[src/rtl/mem_port_arbiter_if.sv]
// Bundle of the fetch, load/store and memory-side signals shared by mem_port_arbiter.
// master: the arbiter's view; slave: the requesters plus memory that surround it.
interface mem_port_arbiter_if #(
    parameter int ADDR_W = 32,
    parameter int DATA_W = 32
);
    logic              if_req;
    logic [ADDR_W-1:0] if_addr;
    logic [DATA_W-1:0] if_rdata;
    logic              if_valid;
    logic              if_stall;

    logic              dm_req;
    logic              dm_we;
    logic [2:0]        dm_func;
    logic [ADDR_W-1:0] dm_addr;
    logic [DATA_W-1:0] dm_wdata;
    logic [DATA_W-1:0] dm_rdata;
    logic              dm_valid;
    logic              dm_err;
    logic              dm_stall;

    logic              mem_req;
    logic              mem_we;
    logic [ADDR_W-1:0] mem_addr;
    logic [3:0]        mem_be;
    logic [DATA_W-1:0] mem_wdata;
    logic              mem_gnt;
    logic              mem_rvalid;
    logic [DATA_W-1:0] mem_rdata;

    modport master (
        input  if_req, if_addr,
        output if_rdata, if_valid, if_stall,
        input  dm_req, dm_we, dm_func, dm_addr, dm_wdata,
        output dm_rdata, dm_valid, dm_err, dm_stall,
        output mem_req, mem_we, mem_addr, mem_be, mem_wdata,
        input  mem_gnt, mem_rvalid, mem_rdata
    );

    modport slave (
        output if_req, if_addr,
        input  if_rdata, if_valid, if_stall,
        output dm_req, dm_we, dm_func, dm_addr, dm_wdata,
        input  dm_rdata, dm_valid, dm_err, dm_stall,
        input  mem_req, mem_we, mem_addr, mem_be, mem_wdata,
        output mem_gnt, mem_rvalid, mem_rdata
    );
endinterface

[src/rtl/mem_port_arbiter.sv]
// Shares one single-port memory between instruction fetch and load/store, one transaction at a time.
// Optional watchdog on stuck memory handshakes: define MEM_ARB_WATCHDOG_EN.
module mem_port_arbiter #(
    parameter int ADDR_W     = 32,
    parameter int DATA_W     = 32,
    parameter int STARVE_MAX = 4,
    parameter int TIMEOUT    = 16
) (
    input logic                clk,
    input logic                rst_n,
    mem_port_arbiter_if.master bus
);
    typedef enum logic [1:0] {IDLE, REQ, WAIT, RESP} state_t;

    localparam int STREAK_W = $clog2(STARVE_MAX + 1);
    localparam logic [DATA_W-1:0] NOP_INSN = DATA_W'(32'h0000_0013);

    state_t              state_q, state_d;
    logic                owner_dm_q;
    logic                we_q;
    logic                err_q;
    logic [3:0]          be_q;
    logic [ADDR_W-1:0]   addr_q;
    logic [DATA_W-1:0]   wdata_q;
    logic [DATA_W-1:0]   rdata_q;
    logic [STREAK_W-1:0] streak_q;

    logic                grant_dm;
    logic                grant_if;
    logic                starve;
    logic                dm_misaligned;
    logic                timeout;
    logic [3:0]          dm_be;
    logic [DATA_W-1:0]   dm_lane_wdata;

    // Low fetch-address bits and the sign bit of funcMem play no part here.
    logic unused_bits;
    assign unused_bits = ^{bus.if_addr[1:0], bus.dm_func[2]};

    assign starve = (streak_q == STREAK_W'(STARVE_MAX));

    always_comb begin
        dm_be         = 4'b1111;
        dm_lane_wdata = bus.dm_wdata;
        dm_misaligned = 1'b0;
        case (bus.dm_func[1:0])
            2'b00: begin
                dm_be         = 4'b0001 << bus.dm_addr[1:0];
                dm_lane_wdata = DATA_W'(bus.dm_wdata[7:0]) << {bus.dm_addr[1:0], 3'b000};
            end
            2'b01: begin
                dm_be         = 4'b0011 << {bus.dm_addr[1], 1'b0};
                dm_lane_wdata = DATA_W'(bus.dm_wdata[15:0]) << {bus.dm_addr[1], 4'b0000};
                dm_misaligned = bus.dm_addr[0];
            end
            default: begin
                dm_misaligned = (bus.dm_addr[1:0] != 2'b00);
            end
        endcase
    end

`ifdef MEM_ARB_WATCHDOG_EN
    localparam int WD_W = $clog2(TIMEOUT + 1);
    logic [WD_W-1:0] wd_q;
    logic            stuck;

    assign stuck   = (state_q == REQ && !bus.mem_gnt) || (state_q == WAIT && !bus.mem_rvalid);
    assign timeout = stuck && (wd_q == WD_W'(TIMEOUT - 1));

    always_ff @(posedge clk) begin
        if (!rst_n) begin
            wd_q <= '0;
        end else if (stuck) begin
            wd_q <= wd_q + 1'b1;
        end else begin
            wd_q <= '0;
        end
    end
`else
    logic unused_cfg;
    assign unused_cfg = (TIMEOUT > 0);
    assign timeout    = 1'b0;
`endif

    always_ff @(posedge clk) begin
        if (!rst_n) begin
            state_q <= IDLE;
        end else begin
            state_q <= state_d;
        end
    end

    always_comb begin
        state_d      = state_q;
        grant_dm     = 1'b0;
        grant_if     = 1'b0;
        bus.mem_req  = 1'b0;
        bus.if_valid = 1'b0;
        bus.if_rdata = '0;
        bus.dm_valid = 1'b0;
        bus.dm_err   = 1'b0;
        bus.dm_rdata = '0;
        case (state_q)
            IDLE: begin
                // DM wins ties unless IF has been passed over STARVE_MAX times in a row.
                if (bus.dm_req && !(starve && bus.if_req)) begin
                    grant_dm = 1'b1;
                    state_d  = dm_misaligned ? RESP : REQ;
                end else if (bus.if_req) begin
                    grant_if = 1'b1;
                    state_d  = REQ;
                end
            end
            REQ: begin
                bus.mem_req = 1'b1;
                if (bus.mem_gnt) begin
                    state_d = WAIT;
                end else if (timeout) begin
                    state_d = RESP;
                end
            end
            WAIT: begin
                if (bus.mem_rvalid || timeout) begin
                    state_d = RESP;
                end
            end
            RESP: begin
                state_d = IDLE;
                if (owner_dm_q) begin
                    bus.dm_valid = 1'b1;
                    bus.dm_err   = err_q;
                    bus.dm_rdata = rdata_q;
                end else begin
                    bus.if_valid = 1'b1;
                    bus.if_rdata = rdata_q;
                end
            end
            default: state_d = IDLE;
        endcase
    end

    assign bus.if_stall  = bus.if_req & ~bus.if_valid;
    assign bus.dm_stall  = bus.dm_req & ~bus.dm_valid;
    assign bus.mem_we    = we_q;
    assign bus.mem_addr  = addr_q;
    assign bus.mem_be    = be_q;
    assign bus.mem_wdata = wdata_q;

    always_ff @(posedge clk) begin
        if (!rst_n) begin
            owner_dm_q <= 1'b0;
            we_q       <= 1'b0;
            err_q      <= 1'b0;
            be_q       <= '0;
            addr_q     <= '0;
            wdata_q    <= '0;
            rdata_q    <= '0;
            streak_q   <= '0;
        end else begin
            case (state_q)
                IDLE: begin
                    if (!bus.if_req || grant_if) begin
                        streak_q <= '0;
                    end else if (grant_dm && !starve) begin
                        streak_q <= streak_q + 1'b1;
                    end
                    // A misaligned access never reaches memory, so its strobes stay quiet.
                    if (grant_dm) begin
                        owner_dm_q <= 1'b1;
                        we_q       <= bus.dm_we & ~dm_misaligned;
                        err_q      <= dm_misaligned;
                        be_q       <= (bus.dm_we && !dm_misaligned) ? dm_be : 4'b0000;
                        addr_q     <= {bus.dm_addr[ADDR_W-1:2], 2'b00};
                        wdata_q    <= (bus.dm_we && !dm_misaligned) ? dm_lane_wdata : '0;
                        rdata_q    <= '0;
                    end else if (grant_if) begin
                        owner_dm_q <= 1'b0;
                        we_q       <= 1'b0;
                        err_q      <= 1'b0;
                        be_q       <= 4'b0000;
                        addr_q     <= {bus.if_addr[ADDR_W-1:2], 2'b00};
                        wdata_q    <= '0;
                        rdata_q    <= '0;
                    end
                end
                REQ: begin
                    if (!bus.mem_gnt && timeout) begin
                        err_q   <= 1'b1;
                        rdata_q <= owner_dm_q ? '0 : NOP_INSN;
                    end
                end
                WAIT: begin
                    if (bus.mem_rvalid) begin
                        rdata_q <= we_q ? '0 : bus.mem_rdata;
                    end else if (timeout) begin
                        err_q   <= 1'b1;
                        rdata_q <= owner_dm_q ? '0 : NOP_INSN;
                    end
                end
                default: begin
                end
            endcase
        end
    end
endmodule

[src/flat_wrapper.sv]
// flat-port wrapper written by rule: the top's interface ports become plain ports
module mem_port_arbiter_flat 
#(
    parameter int ADDR_W     = 32,
    parameter int DATA_W     = 32,
    parameter int STARVE_MAX = 4,
    parameter int TIMEOUT    = 16
)
  (clk, rst_n, bus_if_req, bus_if_addr, bus_if_rdata, bus_if_valid, bus_if_stall, bus_dm_req, bus_dm_we, bus_dm_func, bus_dm_addr, bus_dm_wdata, bus_dm_rdata, bus_dm_valid, bus_dm_err, bus_dm_stall, bus_mem_req, bus_mem_we, bus_mem_addr, bus_mem_be, bus_mem_wdata, bus_mem_gnt, bus_mem_rvalid, bus_mem_rdata);
  mem_port_arbiter_if #(.ADDR_W(ADDR_W), .DATA_W(DATA_W)) bus_i ();
  input logic clk;
  input logic rst_n;
  input wire logic [$bits(bus_i.if_req)-1:0] bus_if_req;
  input wire logic [$bits(bus_i.if_addr)-1:0] bus_if_addr;
  output wire logic [$bits(bus_i.if_rdata)-1:0] bus_if_rdata;
  output wire logic [$bits(bus_i.if_valid)-1:0] bus_if_valid;
  output wire logic [$bits(bus_i.if_stall)-1:0] bus_if_stall;
  input wire logic [$bits(bus_i.dm_req)-1:0] bus_dm_req;
  input wire logic [$bits(bus_i.dm_we)-1:0] bus_dm_we;
  input wire logic [$bits(bus_i.dm_func)-1:0] bus_dm_func;
  input wire logic [$bits(bus_i.dm_addr)-1:0] bus_dm_addr;
  input wire logic [$bits(bus_i.dm_wdata)-1:0] bus_dm_wdata;
  output wire logic [$bits(bus_i.dm_rdata)-1:0] bus_dm_rdata;
  output wire logic [$bits(bus_i.dm_valid)-1:0] bus_dm_valid;
  output wire logic [$bits(bus_i.dm_err)-1:0] bus_dm_err;
  output wire logic [$bits(bus_i.dm_stall)-1:0] bus_dm_stall;
  output wire logic [$bits(bus_i.mem_req)-1:0] bus_mem_req;
  output wire logic [$bits(bus_i.mem_we)-1:0] bus_mem_we;
  output wire logic [$bits(bus_i.mem_addr)-1:0] bus_mem_addr;
  output wire logic [$bits(bus_i.mem_be)-1:0] bus_mem_be;
  output wire logic [$bits(bus_i.mem_wdata)-1:0] bus_mem_wdata;
  input wire logic [$bits(bus_i.mem_gnt)-1:0] bus_mem_gnt;
  input wire logic [$bits(bus_i.mem_rvalid)-1:0] bus_mem_rvalid;
  input wire logic [$bits(bus_i.mem_rdata)-1:0] bus_mem_rdata;
  assign bus_i.if_req = bus_if_req;
  assign bus_i.if_addr = bus_if_addr;
  assign bus_if_rdata = bus_i.if_rdata;
  assign bus_if_valid = bus_i.if_valid;
  assign bus_if_stall = bus_i.if_stall;
  assign bus_i.dm_req = bus_dm_req;
  assign bus_i.dm_we = bus_dm_we;
  assign bus_i.dm_func = bus_dm_func;
  assign bus_i.dm_addr = bus_dm_addr;
  assign bus_i.dm_wdata = bus_dm_wdata;
  assign bus_dm_rdata = bus_i.dm_rdata;
  assign bus_dm_valid = bus_i.dm_valid;
  assign bus_dm_err = bus_i.dm_err;
  assign bus_dm_stall = bus_i.dm_stall;
  assign bus_mem_req = bus_i.mem_req;
  assign bus_mem_we = bus_i.mem_we;
  assign bus_mem_addr = bus_i.mem_addr;
  assign bus_mem_be = bus_i.mem_be;
  assign bus_mem_wdata = bus_i.mem_wdata;
  assign bus_i.mem_gnt = bus_mem_gnt;
  assign bus_i.mem_rvalid = bus_mem_rvalid;
  assign bus_i.mem_rdata = bus_mem_rdata;
  mem_port_arbiter #(.ADDR_W(ADDR_W), .DATA_W(DATA_W), .STARVE_MAX(STARVE_MAX), .TIMEOUT(TIMEOUT)) u_core (.clk(clk), .rst_n(rst_n), .bus(bus_i));
endmodule
[config.mk]
export PLATFORM = sky130hd
export DESIGN_NAME = mem_port_arbiter_flat
export DESIGN_NICKNAME = d
export VERILOG_FILES = /design/src/rtl/mem_port_arbiter_if.sv /design/src/rtl/mem_port_arbiter.sv /design/src/flat_wrapper.sv
export SDC_FILE = /design/constraint.sdc
export NUM_CORES = 1
export LEC_CHECK = 0
export ABC_AREA = 1
export BUFFER_PORTS_ARGS = -buffer_cell sky130_fd_sc_hd__buf_2
export CORE_MARGIN = 2
export CORE_UTILIZATION = 42
export DETAILED_ROUTE_END_ITERATION = 8
export GPL_TIMING_DRIVEN = 0
export PLACE_DENSITY = 0.85
export SLEW_MARGIN = 20
export SYNTH_ARGS = -nofsm -noshare
export SYNTH_HDL_FRONTEND = slang
export SYNTH_SLANG_ARGS = --single-unit
[constraint.sdc]
create_clock -name clk -period 1.4 [get_ports clk]
set_clock_uncertainty 0.1 [all_clocks]
set_input_delay 0.42 -clock clk [delete_from_list [all_inputs] [get_ports clk]]
set_output_delay 0.42 -clock clk [all_outputs]
set_load 0.05 [all_outputs]
==> flow_summary_export.csv <==
group,metric,value,unit
clock_tree,h-tree-depth,3,
yosys,synth.top_cell.area_share,0.380,
setup_path,max_stage_delay,0.36,ns
hold_path,whs_path_depth,3,
clock_tree,clock-root-buffer,"clkbuf_16",
route,drc,0,
setup_path,r2r_slack,-0.48,ns
cells_and_area,drive_gt1_frac,0.494,
setup_path,critPathTopFamily,"buffers and inverters",
die,die_h,119,um
die,core_area,13100,um^2
place,dp_hpwl,14.4,mm
yosys,synth_top_family_by_area,"simple AND/OR/NAND/NOR gates",
route,num_vias,7432,
clock_tree,numCtsBuffers,9,
sta,setup_slack,-0.739,ns
power,p_leak,4.67,nW
setup_path,critPathLaunch,"u_core.state_q[1]",
sta,post-route-period-util,1.53,
clock_tree,cts_num_sinks,106,
yosys,synth_seq_cells,106,
clock_tree,cts_hold_buf,0,
clock_tree,ctsLongestPathBuffers,2,
yosys,synth.distinct_cells,28,
outcome,outcome,"finished, violations left",
route,dr.pass1.iters,5,
die,start_util,0.425,
power,p_sw_frac,0.477,
yosys,yosys_warnings,0,
route,avgRoutedWirePerCell,17.6,um
grt,grt_pass1_wl,33.1,mm
hold_path,hold_class,"in2reg",
sta,fmax,468,MHz
route,vias_per_cell,5.37,
yosys,ys_seq_area_frac,0.380,
sta,rsz0062_at_grt,"true",
setup_path,rr_endpoint,"u_core.rdata_q[30]",
run,max_cap_violations,0,
setup_path,worst_setup_path_start_kind,"flop",
grt,grt_antenna_before_repair,1,
grt,grt-ovfl-total,0,
setup_path,crit_required,0.88,ns
power,p_int,0.00894,W
route,antenna_left,0,
setup_path,crit_path_end_kind,"output port",
yosys,syn_area,5590,um^2
cells_and_area,final_util,0.765,
cells_and_area,final_cell_area,10000,um^2
power,peakVddDrop,1.21,mV
route,wl,24.4,mm
yosys,synth_compound_area_frac,0.147,
power,switchingPower,0.00814,W
setup_path,r2r_cells,12,
sta,hold_viol,0,
die,ioPinCount,277,
setup_path,critPathKind,"reg2out",
yosys,synthCells,877,
hold_path,min_from,"bus_mem_rdata[18]",
hold_path,min_to,"u_core.rdata_q[18]",
yosys,synthAdderAreaFrac,0.0157,
setup_path,r2r_start,"u_core.state_q[0]",
grt,grt_max_degree,18,
sta,slew_violations,0,
cells_and_area,fin_nets,1346,
power,comb_power_share,0.613,
yosys,synthXorXnorAreaFrac,0.00314,
setup_path,cpMaxStageDelayCell,"dfxtp_2",
cells_and_area,syn_to_final_growth,79.9,%
grt,grt_pass1_vias,6753,
setup_path,cp_max_fo,8,
sta,worst_slew_pin_slew,0.803,ns
yosys,synthTopCellsByArea,"dfxtp_1 (38%), nand2_1 (15%), nor2_1 (8.8%), nand3_1 (7.6%), a21oi_1 (6.4%)",
die,fp.dieW,119,um
yosys,yosys.area.top_type,"dfxtp_1",
die,die_area,14200,um^2
setup_path,arrival,1.62,ns
yosys,synth.area.mux_share,0,
clock_tree,cts_tree,"built",
yosys,syn_area_per_cell,6.37,um^2
die,rows,42,
place,gp_congestion,0.983,
sta,period_needed,2.14,ns
power,p_per_area,1700,nW/um^2
clock_tree,clk-insertion-delay-late,0.35,ns
setup_path,cpMostUsedCell,"nor2_4",
yosys,synth-simple-area-share,0.335,
setup_path,cp_num_buf_inv,4,
clock_tree,clkTransAtPathRegs,0.08,ns
sta,slew_headroom,0.465,
place,port_buffers,271,
power,seqPwrFrac,0.246,
sta,report.final.setup_viol,241,
setup_path,crit_chain,"ha_4 -> inv_2 -> nor2_4 -> inv_6 -> buf_8 -> nor2_4 -> buf_6",
place,dpl_cell_area,7810,um^2
grt,track_usage,0.290,
outcome,violations,"setup timing",
power,clkPwrFrac,0.141,
route,first_iter_violations,630,
sta,tns,-87.44,ns
-- Yosys cell counts, drive strengths merged --
cell / n
clkinv: 2
nand4: 2
a21oi: 71
inv: 100
o21a: 31
nand3: 86
xnor2: 1
buf: 32
clkbuf: 24
o21ai: 44
ha: 7
dfxtp: 106
nor2: 135
conb: 1
a22oi: 1
xor2: 1
nand2: 233
-- how the worst max path moves through the flow --
stage	slack, ns	endpoint	depth (start not counted)
3_5_place_dp	-0.74	bus_dm_rdata[23]	5
2_1_floorplan	-0.56	bus_if_rdata[0]	6
6_report	-0.74	bus_if_rdata[3]	7
5_1_grt	-0.78	bus_if_rdata[10]	7
3_3_place_gp	-0.70	bus_dm_rdata[23]	5
4_1_cts	-0.69	bus_if_rdata[8]	7
-- layout by cell type (no fill, tap or decap), types with 18 or more instances in the layout --
master,instances
buf_8,25
buf_2,211
clkbuf_16,18
dfxtp_1,102
a21oi_2,44
nand2_2,27
o21a_1,31
nand2_1,188
nand3_1,71
nor2_1,55
inv_1,87
o21ai_0,21
buf_6,83
nor2_4,69
-- timing repair --
action,in CTS,in global routing
endpoints found under the setup margin,243,243
buffers inserted,19,6
cloned,9,8
pin swaps,5,60
gates resized for setup,248,205
hold endpoints to repair,0,0
-- metrics by stage --
stage                     power [W]  setup slack, ns  instances  hold slack, ns
final                        0.0171           -0.739       1383           0.212
after CTS                    0.0151           -0.693       1369           0.190
after global placement       0.0110           -0.703       1325           0.348
after global routing         0.0178           -0.779       1383           0.218
after detailed placement     0.0112           -0.738       1325           0.351
after floorplan             0.00951           -0.564        878           0.355
-- routing by layer --
metal	GRT usage	vias up	wire [um]
met5	0	-	0
met4	0.128	0	1250
met3	0.0603	118	2030
met2	0.526	477	12100
met1	0.327	3445	8990
li1	-	3392	-
-- power by group through the flow --
stage / registers, W / clock network (W) / logic (W)
after floorplan: 0.00555 / 0 / 0.00396
after detailed placement: 0.00419 / 0 / 0.00697
after CTS: 0.00414 / 0.00245 / 0.00848
after global routing: 0.00426 / 0.00257 / 0.0110
final: 0.00421 / 0.00241 / 0.0105
after global placement: 0.00416 / 0 / 0.00686
-- logic make-up (layout without fill, tap and decap cells) --
family / after synthesis / count (layout)
XOR/XNOR: 2 / 2
AO/OA/AOI/OAI: 147 / 147
adder cells (fa/ha/maj): 7 / 7
flip-flops: 106 / 106
other: 1 / 3
AND/OR/NAND/NOR: 456 / 457
buffers and inverters: 158 / 485
-- layout make-up --
cell class	count	area [um^2]
plain buffers	56	596
fillers	867	3090
inverters	102	415
well taps	176	220
clock buffers	10	239
diodes	1	2.50
repair buffers	311	2400
multi-input cells	615	4000
clock inverters	6	42.5
flip-flops and latches	106	2130
-- state kept, by name (all words and copies together), names as in the netlist --
| signal | cells |
|---|---|
| u_core.bus.mem_addr | 30 |
| u_core.bus.mem_be | 4 |
| u_core.bus.mem_wdata | 32 |
| u_core.bus.mem_we | 1 |
| u_core.err_q | 1 |
| u_core.owner_dm_q | 1 |
| u_core.rdata_q | 32 |
| u_core.state_q | 2 |
| u_core.streak_q | 3 |
-- worst min-delay path, delay by kind of cell --
| family | cells | cell delay, ns |
|---|---|---|
| AND/OR/NAND/NOR | 1 | 0.09 |
| AO/OA/AOI/OAI | 1 | 0.04 |
| buffers and inverters | 1 | 0.08 |
(Power assumes the default switching activity.)
